<file path="config.mk">
export PLATFORM = sky130hd
export DESIGN_NAME = quant_unpack_flat
export DESIGN_NICKNAME = d
export VERILOG_FILES = /design/src/rtl/quant_unpack_if.sv /design/src/rtl/quant_unpack.sv /design/src/flat_wrapper.sv
export SDC_FILE = /design/constraint.sdc
export NUM_CORES = 1
export LEC_CHECK = 0
export BUFFER_PORTS_ARGS = -buffer_cell sky130_fd_sc_hd__buf_2
export CAP_MARGIN = 10
export CORE_UTILIZATION = 45
export DETAILED_ROUTE_END_ITERATION = 8
export PLACE_DENSITY = 0.69
export SYNTH_ARGS = -nofsm -noshare
export SYNTH_HDL_FRONTEND = slang
export SYNTH_SLANG_ARGS = --single-unit
</file>
<file path="constraint.sdc">
create_clock -name clk -period 4.27 [get_ports clk]
set_clock_uncertainty 0.2 [all_clocks]
set_input_delay 0.6405 -clock clk [delete_from_list [all_inputs] [get_ports clk]]
set_output_delay 0.6405 -clock clk [all_outputs]
set_load 0.02 [all_outputs]
</file>
<file path="src/rtl/quant_unpack_if.sv">
// ---------------------------------------------------------------------------
// quant_unpack_if
// Bundles the word input handshake, the decoded sample output handshake and
// the level-statistics outputs of quant_unpack.
//
// Parameters:
//   WIN_LOG2   - log2 of the statistics window; sets the stat_* widths
//
// Signals:
//   in_data    [31:0]       packed word, sample k in bits [2k+1:2k]
//   in_valid                in_data valid
//   in_ready                word accepted when in_valid && in_ready
//   y_code     [1:0]        raw code of the current sample
//   y_val      [7:0]        decoded two's-complement sample
//   y_valid                 y_code/y_val valid
//   y_ready                 sample accepted when y_valid && y_ready
//   stat_outer [WIN_LOG2:0] outer-code count of the last completed window
//   stat_pos   [WIN_LOG2:0] positive-code count of the last completed window
//   stat_valid              one-cycle pulse when stat_* update
//
// Modports:
//   master - the environment: drives words and y_ready
//   slave  - the unpacker itself
// ---------------------------------------------------------------------------
interface quant_unpack_if #(
    parameter int WIN_LOG2 = 16
);
    logic [31:0]       in_data;
    logic              in_valid;
    logic              in_ready;
    logic [1:0]        y_code;
    logic [7:0]        y_val;
    logic              y_valid;
    logic              y_ready;
    logic [WIN_LOG2:0] stat_outer;
    logic [WIN_LOG2:0] stat_pos;
    logic              stat_valid;

    modport master (
        output in_data, in_valid, y_ready,
        input  in_ready, y_code, y_val, y_valid,
        input  stat_outer, stat_pos, stat_valid
    );

    modport slave (
        input  in_data, in_valid, y_ready,
        output in_ready, y_code, y_val, y_valid,
        output stat_outer, stat_pos, stat_valid
    );
endinterface

</file>
<file path="src/rtl/quant_unpack.sv">
// ---------------------------------------------------------------------------
// quant_unpack
// Receive-side counterpart of the 2-bit sample quantizer. Takes 32-bit words
// holding 16 two-bit codes and emits one decoded signed sample per accepted
// output beat, sample 0 (bits [1:0]) first. A new word is loaded on the same
// edge that consumes the last sample of the current one, so a continuous
// stream runs at one sample per clock.
//
// Code map: 01 -> +MAG_HI, 00 -> +MAG_LO, 11 -> -MAG_LO, 10 -> -MAG_HI
//
// Optional feature (macro QUANT_UNPACK_STATS_EN): per-window counts of
// outer codes and positive codes over 2^WIN_LOG2 accepted samples. Without
// the macro the stat_* outputs are tied to zero and no counters exist.
//
// Ports:
//   clk    - sample clock, all state on the rising edge
//   rst_n  - asynchronous active-low reset
//   bus    - quant_unpack_if.slave (word in, sample out, statistics)
//
// Parameters:
//   MAG_LO   - magnitude of inner codes (7-bit, less than MAG_HI)
//   MAG_HI   - magnitude of outer codes (7-bit)
//   WIN_LOG2 - statistics window length exponent (4..24)
// ---------------------------------------------------------------------------
module quant_unpack #(
    parameter logic [6:0] MAG_LO   = 7'd1,
    parameter logic [6:0] MAG_HI   = 7'd3,
    parameter int         WIN_LOG2 = 16
) (
    input  logic         clk,
    input  logic         rst_n,
    quant_unpack_if.slave bus
);

    logic [31:0] sh;
    logic [3:0]  idx;
    logic        full;
    logic        take_y;
    logic        take_in;

    function automatic logic [7:0] decode(input logic [1:0] code);
        logic [7:0] v;
        case (code)
            2'b01:   v = {1'b0, MAG_HI};
            2'b00:   v = {1'b0, MAG_LO};
            2'b11:   v = -{1'b0, MAG_LO};
            default: v = -{1'b0, MAG_HI};
        endcase
        return v;
    endfunction

    assign take_y  = full && bus.y_ready;
    // The only y_ready -> in_ready path: the buffer frees up exactly when
    // its last sample leaves, which lets the next word slide in bubble-free.
    assign bus.in_ready = !full || (bus.y_ready && idx == 4'd15);
    assign take_in      = bus.in_valid && bus.in_ready;

    // Outputs come from the shift register only. y_val is forced to zero
    // while idle so the reset/empty state reads as a clean zero sample.
    assign bus.y_valid = full;
    assign bus.y_code  = sh[1:0];
    assign bus.y_val   = full ? decode(sh[1:0]) : 8'd0;

    // A mid-word accept shifts; a load happens either into an empty buffer
    // or on the last-sample accept; a last-sample accept with no word
    // waiting empties the buffer.
    always_ff @(posedge clk or negedge rst_n) begin
        if (!rst_n) begin
            sh   <= '0;
            idx  <= '0;
            full <= 1'b0;
        end else if (take_y && idx != 4'd15) begin
            sh  <= sh >> 2;
            idx <= idx + 4'd1;
        end else if (take_in) begin
            sh   <= bus.in_data;
            idx  <= '0;
            full <= 1'b1;
        end else if (take_y) begin
            sh   <= sh >> 2;
            idx  <= '0;
            full <= 1'b0;
        end
    end

`ifdef QUANT_UNPACK_STATS_EN
    localparam int SW = WIN_LOG2 + 1;

    logic [WIN_LOG2-1:0] wcnt;
    logic [SW-1:0]       ocnt;
    logic [SW-1:0]       pcnt;
    logic [SW-1:0]       stat_outer_r;
    logic [SW-1:0]       stat_pos_r;
    logic                stat_valid_r;
    logic                is_outer;
    logic                is_pos;

    // Outer codes are 01/10 (bits differ); positive codes are 01/00.
    assign is_outer = sh[1] ^ sh[0];
    assign is_pos   = ~sh[1];

    // The wrapping accept folds its own sample into the published totals
    // and restarts the running counts from zero for the next window.
    always_ff @(posedge clk or negedge rst_n) begin
        if (!rst_n) begin
            wcnt         <= '0;
            ocnt         <= '0;
            pcnt         <= '0;
            stat_outer_r <= '0;
            stat_pos_r   <= '0;
            stat_valid_r <= 1'b0;
        end else begin
            stat_valid_r <= 1'b0;
            if (take_y) begin
                wcnt <= wcnt + 1'b1;
                if (&wcnt) begin
                    stat_outer_r <= ocnt + SW'(is_outer);
                    stat_pos_r   <= pcnt + SW'(is_pos);
                    stat_valid_r <= 1'b1;
                    ocnt         <= '0;
                    pcnt         <= '0;
                end else begin
                    ocnt <= ocnt + SW'(is_outer);
                    pcnt <= pcnt + SW'(is_pos);
                end
            end
        end
    end

    assign bus.stat_outer = stat_outer_r;
    assign bus.stat_pos   = stat_pos_r;
    assign bus.stat_valid = stat_valid_r;
`else
    assign bus.stat_outer = '0;
    assign bus.stat_pos   = '0;
    assign bus.stat_valid = 1'b0;
`endif

endmodule

</file>
<file path="src/flat_wrapper.sv">
// flat-port wrapper written by rule: the top's interface ports become plain ports
module quant_unpack_flat 
#(
    parameter logic [6:0] MAG_LO   = 7'd1,
    parameter logic [6:0] MAG_HI   = 7'd3,
    parameter int         WIN_LOG2 = 16
)
  (clk, rst_n, bus_in_data, bus_in_valid, bus_y_ready, bus_in_ready, bus_y_code, bus_y_val, bus_y_valid, bus_stat_outer, bus_stat_pos, bus_stat_valid);
  quant_unpack_if #(.WIN_LOG2(WIN_LOG2)) bus_i ();
  input  logic clk;
  input  logic rst_n;
  input wire logic [$bits(bus_i.in_data)-1:0] bus_in_data;
  input wire logic [$bits(bus_i.in_valid)-1:0] bus_in_valid;
  input wire logic [$bits(bus_i.y_ready)-1:0] bus_y_ready;
  output wire logic [$bits(bus_i.in_ready)-1:0] bus_in_ready;
  output wire logic [$bits(bus_i.y_code)-1:0] bus_y_code;
  output wire logic [$bits(bus_i.y_val)-1:0] bus_y_val;
  output wire logic [$bits(bus_i.y_valid)-1:0] bus_y_valid;
  output wire logic [$bits(bus_i.stat_outer)-1:0] bus_stat_outer;
  output wire logic [$bits(bus_i.stat_pos)-1:0] bus_stat_pos;
  output wire logic [$bits(bus_i.stat_valid)-1:0] bus_stat_valid;
  assign bus_i.in_data = bus_in_data;
  assign bus_i.in_valid = bus_in_valid;
  assign bus_i.y_ready = bus_y_ready;
  assign bus_in_ready = bus_i.in_ready;
  assign bus_y_code = bus_i.y_code;
  assign bus_y_val = bus_i.y_val;
  assign bus_y_valid = bus_i.y_valid;
  assign bus_stat_outer = bus_i.stat_outer;
  assign bus_stat_pos = bus_i.stat_pos;
  assign bus_stat_valid = bus_i.stat_valid;
  quant_unpack #(.MAG_LO(MAG_LO), .MAG_HI(MAG_HI), .WIN_LOG2(WIN_LOG2)) u_core (.clk(clk), .rst_n(rst_n), .bus(bus_i));
endmodule
</file>
* Word-level counts from Yosys, hierarchy flattened
Cells that the tools add are included.
W data, S select, Z words.
** Operators by class
- Add/subtract/negate cells :: 1
- Eq/ne operators :: 4
- Muxes and demuxes :: 10
- Bitwise gates (word level) :: 1
- Reductions and logical operators :: 10
** Operators with widths (number)
- $mux W32 :: 3
- $pmux W8 S3 :: 1
- $mux W4 :: 3
- $mux W8 :: 1
- $add A4 B1 Y4 const B :: 1
- $eq A4 B4 Y1 const B :: 1
- $logic_and A1 B1 Y1 :: 4
- $ne A4 B4 Y1 const B :: 1
- $reduce_bool A3 Y1 :: 1
- $eq A2 B1 Y1 const B :: 1
- $eq A2 B2 Y1 const B :: 1
- $logic_not A2 Y1 :: 1
- $mux W1 :: 2
- $reduce_and A2 Y1 :: 1
- $reduce_bool A2 Y1 :: 1
- $logic_not A1 Y1 :: 1
- $logic_or A1 B1 Y1 :: 1
- $not A1 Y1 :: 1
** Storage, ports and cells
- Flip-flop bits (word level) :: 37
- Bits of input ports :: 36
- Output and inout bits :: 47
- Word-level logic and storage cells :: 29

* Longest topological paths before layout
- Depth after elaboration :: 6
- Mapped depth :: 7
- Depth with buffers taken out :: 4

* Least setup slack after synthesis
OpenSTA, ideal clock, no wires.
- Path kind :: flip-flop to output port
- From :: reg u_core.full, in the netlist u_core.bus.y_valid
- To :: out bus_y_val[3]
- Arrival :: 1.533 ns
- Required time :: 3.429 ns
- Path slack :: 1.897 ns
- Cell stages (with the launch flop) :: 5
- Path buffers :: 3
- Cells stage by stage :: dfrtp_1 buf_2 clkbuf_1 and2_1 buf_4
** On the way
- Longest elaborated chain between the ends :: 1
** RTL lines
- start: declaration :: RTL line quant_unpack.sv:37 : logic full;
- start signal: assignment :: RTL line quant_unpack.sv:71 : full <= 1'b0;
- start signal: assignment :: RTL line quant_unpack.sv:78 : full <= 1'b1;
- start signal: assignment :: RTL line quant_unpack.sv:82 : full <= 1'b0;
- $mux W8 :: RTL line quant_unpack.sv:62 : assign bus.y_val = full ? decode(sh[1:0]) : 8'd0;
- end: declaration :: RTL line flat_wrapper.sv:17 : output wire logic [$bits(bus_i.y_val)-1:0] bus_y_val;
Every way passes these cells.

* Worst setup path after layout
- From :: reg u_core.full, in the netlist u_core.bus.y_valid
- To :: out bus_y_val[6]
Same word-level chain as after synthesis.

==> results.sh <==
export IMPL_fmax_ghz=0.3711
export IMPL_rows=29
export IMPL_ctsHoldBuffers=0
export IMPL_initial_utilization_pct=47.27
export IMPL_path_class="reg -> out"
export IMPL_worstPathMaxFanout=58
export IMPL_max_cap_viol_count=0
export IMPL_portBuffers=47
export IMPL_root_buffer="clkbuf_8"
export IMPL_clockBufferDepth=2
export IMPL_yosys_warnings=0
export IMPL_p_int_uw=772.1
export IMPL_core_sq_um=6459
export IMPL_outcome="finished with violations"
export IMPL_layout_nets=441
export IMPL_netlist_area_sq_um=3053
export IMPL_antenna_cells=0
export IMPL_p_comb_share_pct=36.2
export IMPL_finalCritPeriodShare_pct=63.11
export IMPL_clockPowerShare_pct=21.0
export IMPL_tightest_slew_ns=1.097
export IMPL_required_ns=3.43
export IMPL_syn_avg_cell_area_sq_um=7.828
export IMPL_drt_pass1_iterations=7
export IMPL_syn2layout_area_growth_pct=2.418
export IMPL_slew_viol_final=0
export IMPL_synth_distinct_cells=31
export IMPL_grt_max_degree=68
export IMPL_ys_flop_type="dfrtp_1"
export IMPL_finalSetupViolCount=0
export IMPL_postCtsSetupBuffers=0
export IMPL_numClockSinks=37
export IMPL_post_route_min_period_ns=2.695
export IMPL_post_drt_wl_per_cell_um=14.06
export IMPL_seqPwrFrac_pct=42.8
export IMPL_die_x_um=84.37
export IMPL_die_y_um=84.37
export IMPL_synthCells=390
export IMPL_rsz0062_at_grt="false"
export IMPL_violations="design-rule violations"
export IMPL_hold_viol_final=0
export IMPL_cts_tree="built"
export IMPL_relSlewSlack_pct=26.88
export IMPL_drc_errors=11
export IMPL_cts_inserted_buffers=5
export IMPL_hp_class="in -> async"
export IMPL_insertion_delay_ns=0.29
export IMPL_ir_worst_vdd_v=0.0001745
export IMPL_avgViaCountPerCell=5.689
export IMPL_leakage_nw=1.478
export IMPL_drt_initial_drc_count=219
export IMPL_n_fill_cell=670
export IMPL_cts_clk_slew_worst_paths_ns=0.07
export IMPL_synth_edff_count=0
export IMPL_powerDensity_nw_per_um2=395.1
export IMPL_grt_pass1_wl_um=11600
export IMPL_num_vias=2742
export IMPL_synth_seq_area_share_pct=30.33
export IMPL_place_hpwl_um=4162
export IMPL_place_gp_congestion=0.7757
export IMPL_switching_share_pct=37.51
export IMPL_die_area_sq_um=7117
export IMPL_track_usage_pct=19.54
export IMPL_routed_wirelength_um=6776
export IMPL_worst_ep_arrival_time_ns=1.85
export IMPL_synthArstFlopShare_pct=100.0
export IMPL_htree_num_levels=2
export IMPL_p_sw_uw=463.4
export IMPL_io_pins=83
export IMPL_crit_path_start_kind="flip-flop"
export IMPL_drtAntennaViolNets=0
export IMPL_synth_seq_cells=37
export IMPL_cts_resized=0
export IMPL_antenna_found_initial=0
export IMPL_setup_tns_ns=0
export IMPL_grt_overflow=0
export IMPL_critPathCaptureType="output port"
export IMPL_drive_gt1_share_pct=14.32
export IMPL_fin_util_pct=48.41
export IMPL_first_global_vias=2566
## flip-flops by register name, summed over array words and instances, names as in the netlist
name / flops
u_core.bus.y_valid: 1
u_core.idx: 4
u_core.sh: 32
## power groups by stage
| stage | logic, mW | clock network, mW | registers, mW |
|---|---|---|---|
| floorplan | 0.414 | 0 | 0.510 |
| global placement | 0.435 | 0 | 0.530 |
| detailed placement | 0.446 | 0 | 0.534 |
| CTS | 0.449 | 0.267 | 0.527 |
| global route | 0.503 | 0.283 | 0.544 |
| finish | 0.447 | 0.259 | 0.529 |
## area by class of cell
class | instances | area (sq um) | share of cell area (%)
Sequential cell | 37 | 927.1 | 29.65
Tap cell | 77 | 96.34 | 3.081
Multi-Input combinational cell | 308 | 1744 | 55.78
Timing Repair Buffer | 51 | 265.3 | 8.483
Clock buffer | 8 | 90.09 | 2.881
Inverter | 1 | 3.754 | 0.1200
## critical path, cell delays in order (launching register included)
cell and delay (ns):
dfrtp_2 0.57, buf_4 0.52, and2_1 0.27, buf_2 0.19
## synthesized netlist by cell type (all sizes together) (2+ instances only)
library cell  number  area share [%]
mux2i              2            0.66
buf               63              15
nor2              33             4.1
nor2b             31             6.4
nand2b             3            0.61
o211a             28             9.2
nand2              4            0.49
o21ai             31             5.1
a31oi              2            0.41
o211ai             3            0.74
nor3              28             4.6
dfrtp             37              30
a221o              2            0.66
a21oi             31             5.1
o311a              2            0.66
nand3             33             5.4
clkbuf            15             1.8
or3               28             5.7
nor3b              2            0.49
and2               3            0.61
o32ai              2            0.57
## cells in the final DEF (no fill, tap or decap), drive strengths merged, types with 3 or more instances in the layout
cell / n
nand2: 4
nor3: 28
conb: 35
nor2b: 31
buf: 51
o211ai: 3
nor2: 33
and2: 3
dfrtp: 37
clkbuf: 8
nand3: 33
o21ai: 31
a21oi: 31
o211a: 28
nand2b: 3
or3: 28
## layer usage
metal  share of wire [%]  global-route usage [%]
met5                   0                       0
met4                0.75                   5.239
met3                 4.9                   3.638
met2                  49                   33.46
met1                  46                   25.42
## final timing paths
path,start,end,slack [ns],cells past startpoint
max in group asynchronous,rst_n,u_core.bus.y_valid,3.01,1
min reg2reg,u_core.idx[2],u_core.idx[2],0.36,1
min,rst_n,u_core.idx[3],0.26,1
max,u_core.bus.y_valid,bus_y_val[6],1.58,3
max reg2reg,u_core.idx[0],u_core.sh[30],2.12,5
min in group clk,u_core.idx[2],u_core.idx[2],0.36,1
## stage by stage
| step | worst slack (ns) | instances | power (mW) | hold slack (ns) | area (sq um) |
|---|---|---|---|---|---|
| 6_report | 1.575 | 482 | 1.236 | 0.2641 | 3127 |
| 3_3_place_gp | 1.542 | 474 | 0.9658 | 0.3174 | 3037 |
| 4_1_cts | 1.574 | 482 | 1.242 | 0.2938 | 3127 |
| 2_1_floorplan | 1.897 | 424 | 0.9241 | 0.1449 | 3181 |
| 3_5_place_dp | 1.503 | 474 | 0.9801 | 0.3460 | 3037 |
| 5_1_grt | 1.448 | 482 | 1.330 | 0.3309 | 3127 |
## kinds of logic after synthesis
logic type,Yosys count,synth area share (%)
fa+ha+maj,1,0.4098
buf+inv,79,16.72
simple gates,169,29.39
mux,2,0.6558
other cells,1,0.1228
compound gates,101,22.38
flops,37,30.33
No activity file was read; power rests on OpenSTA's default activity.
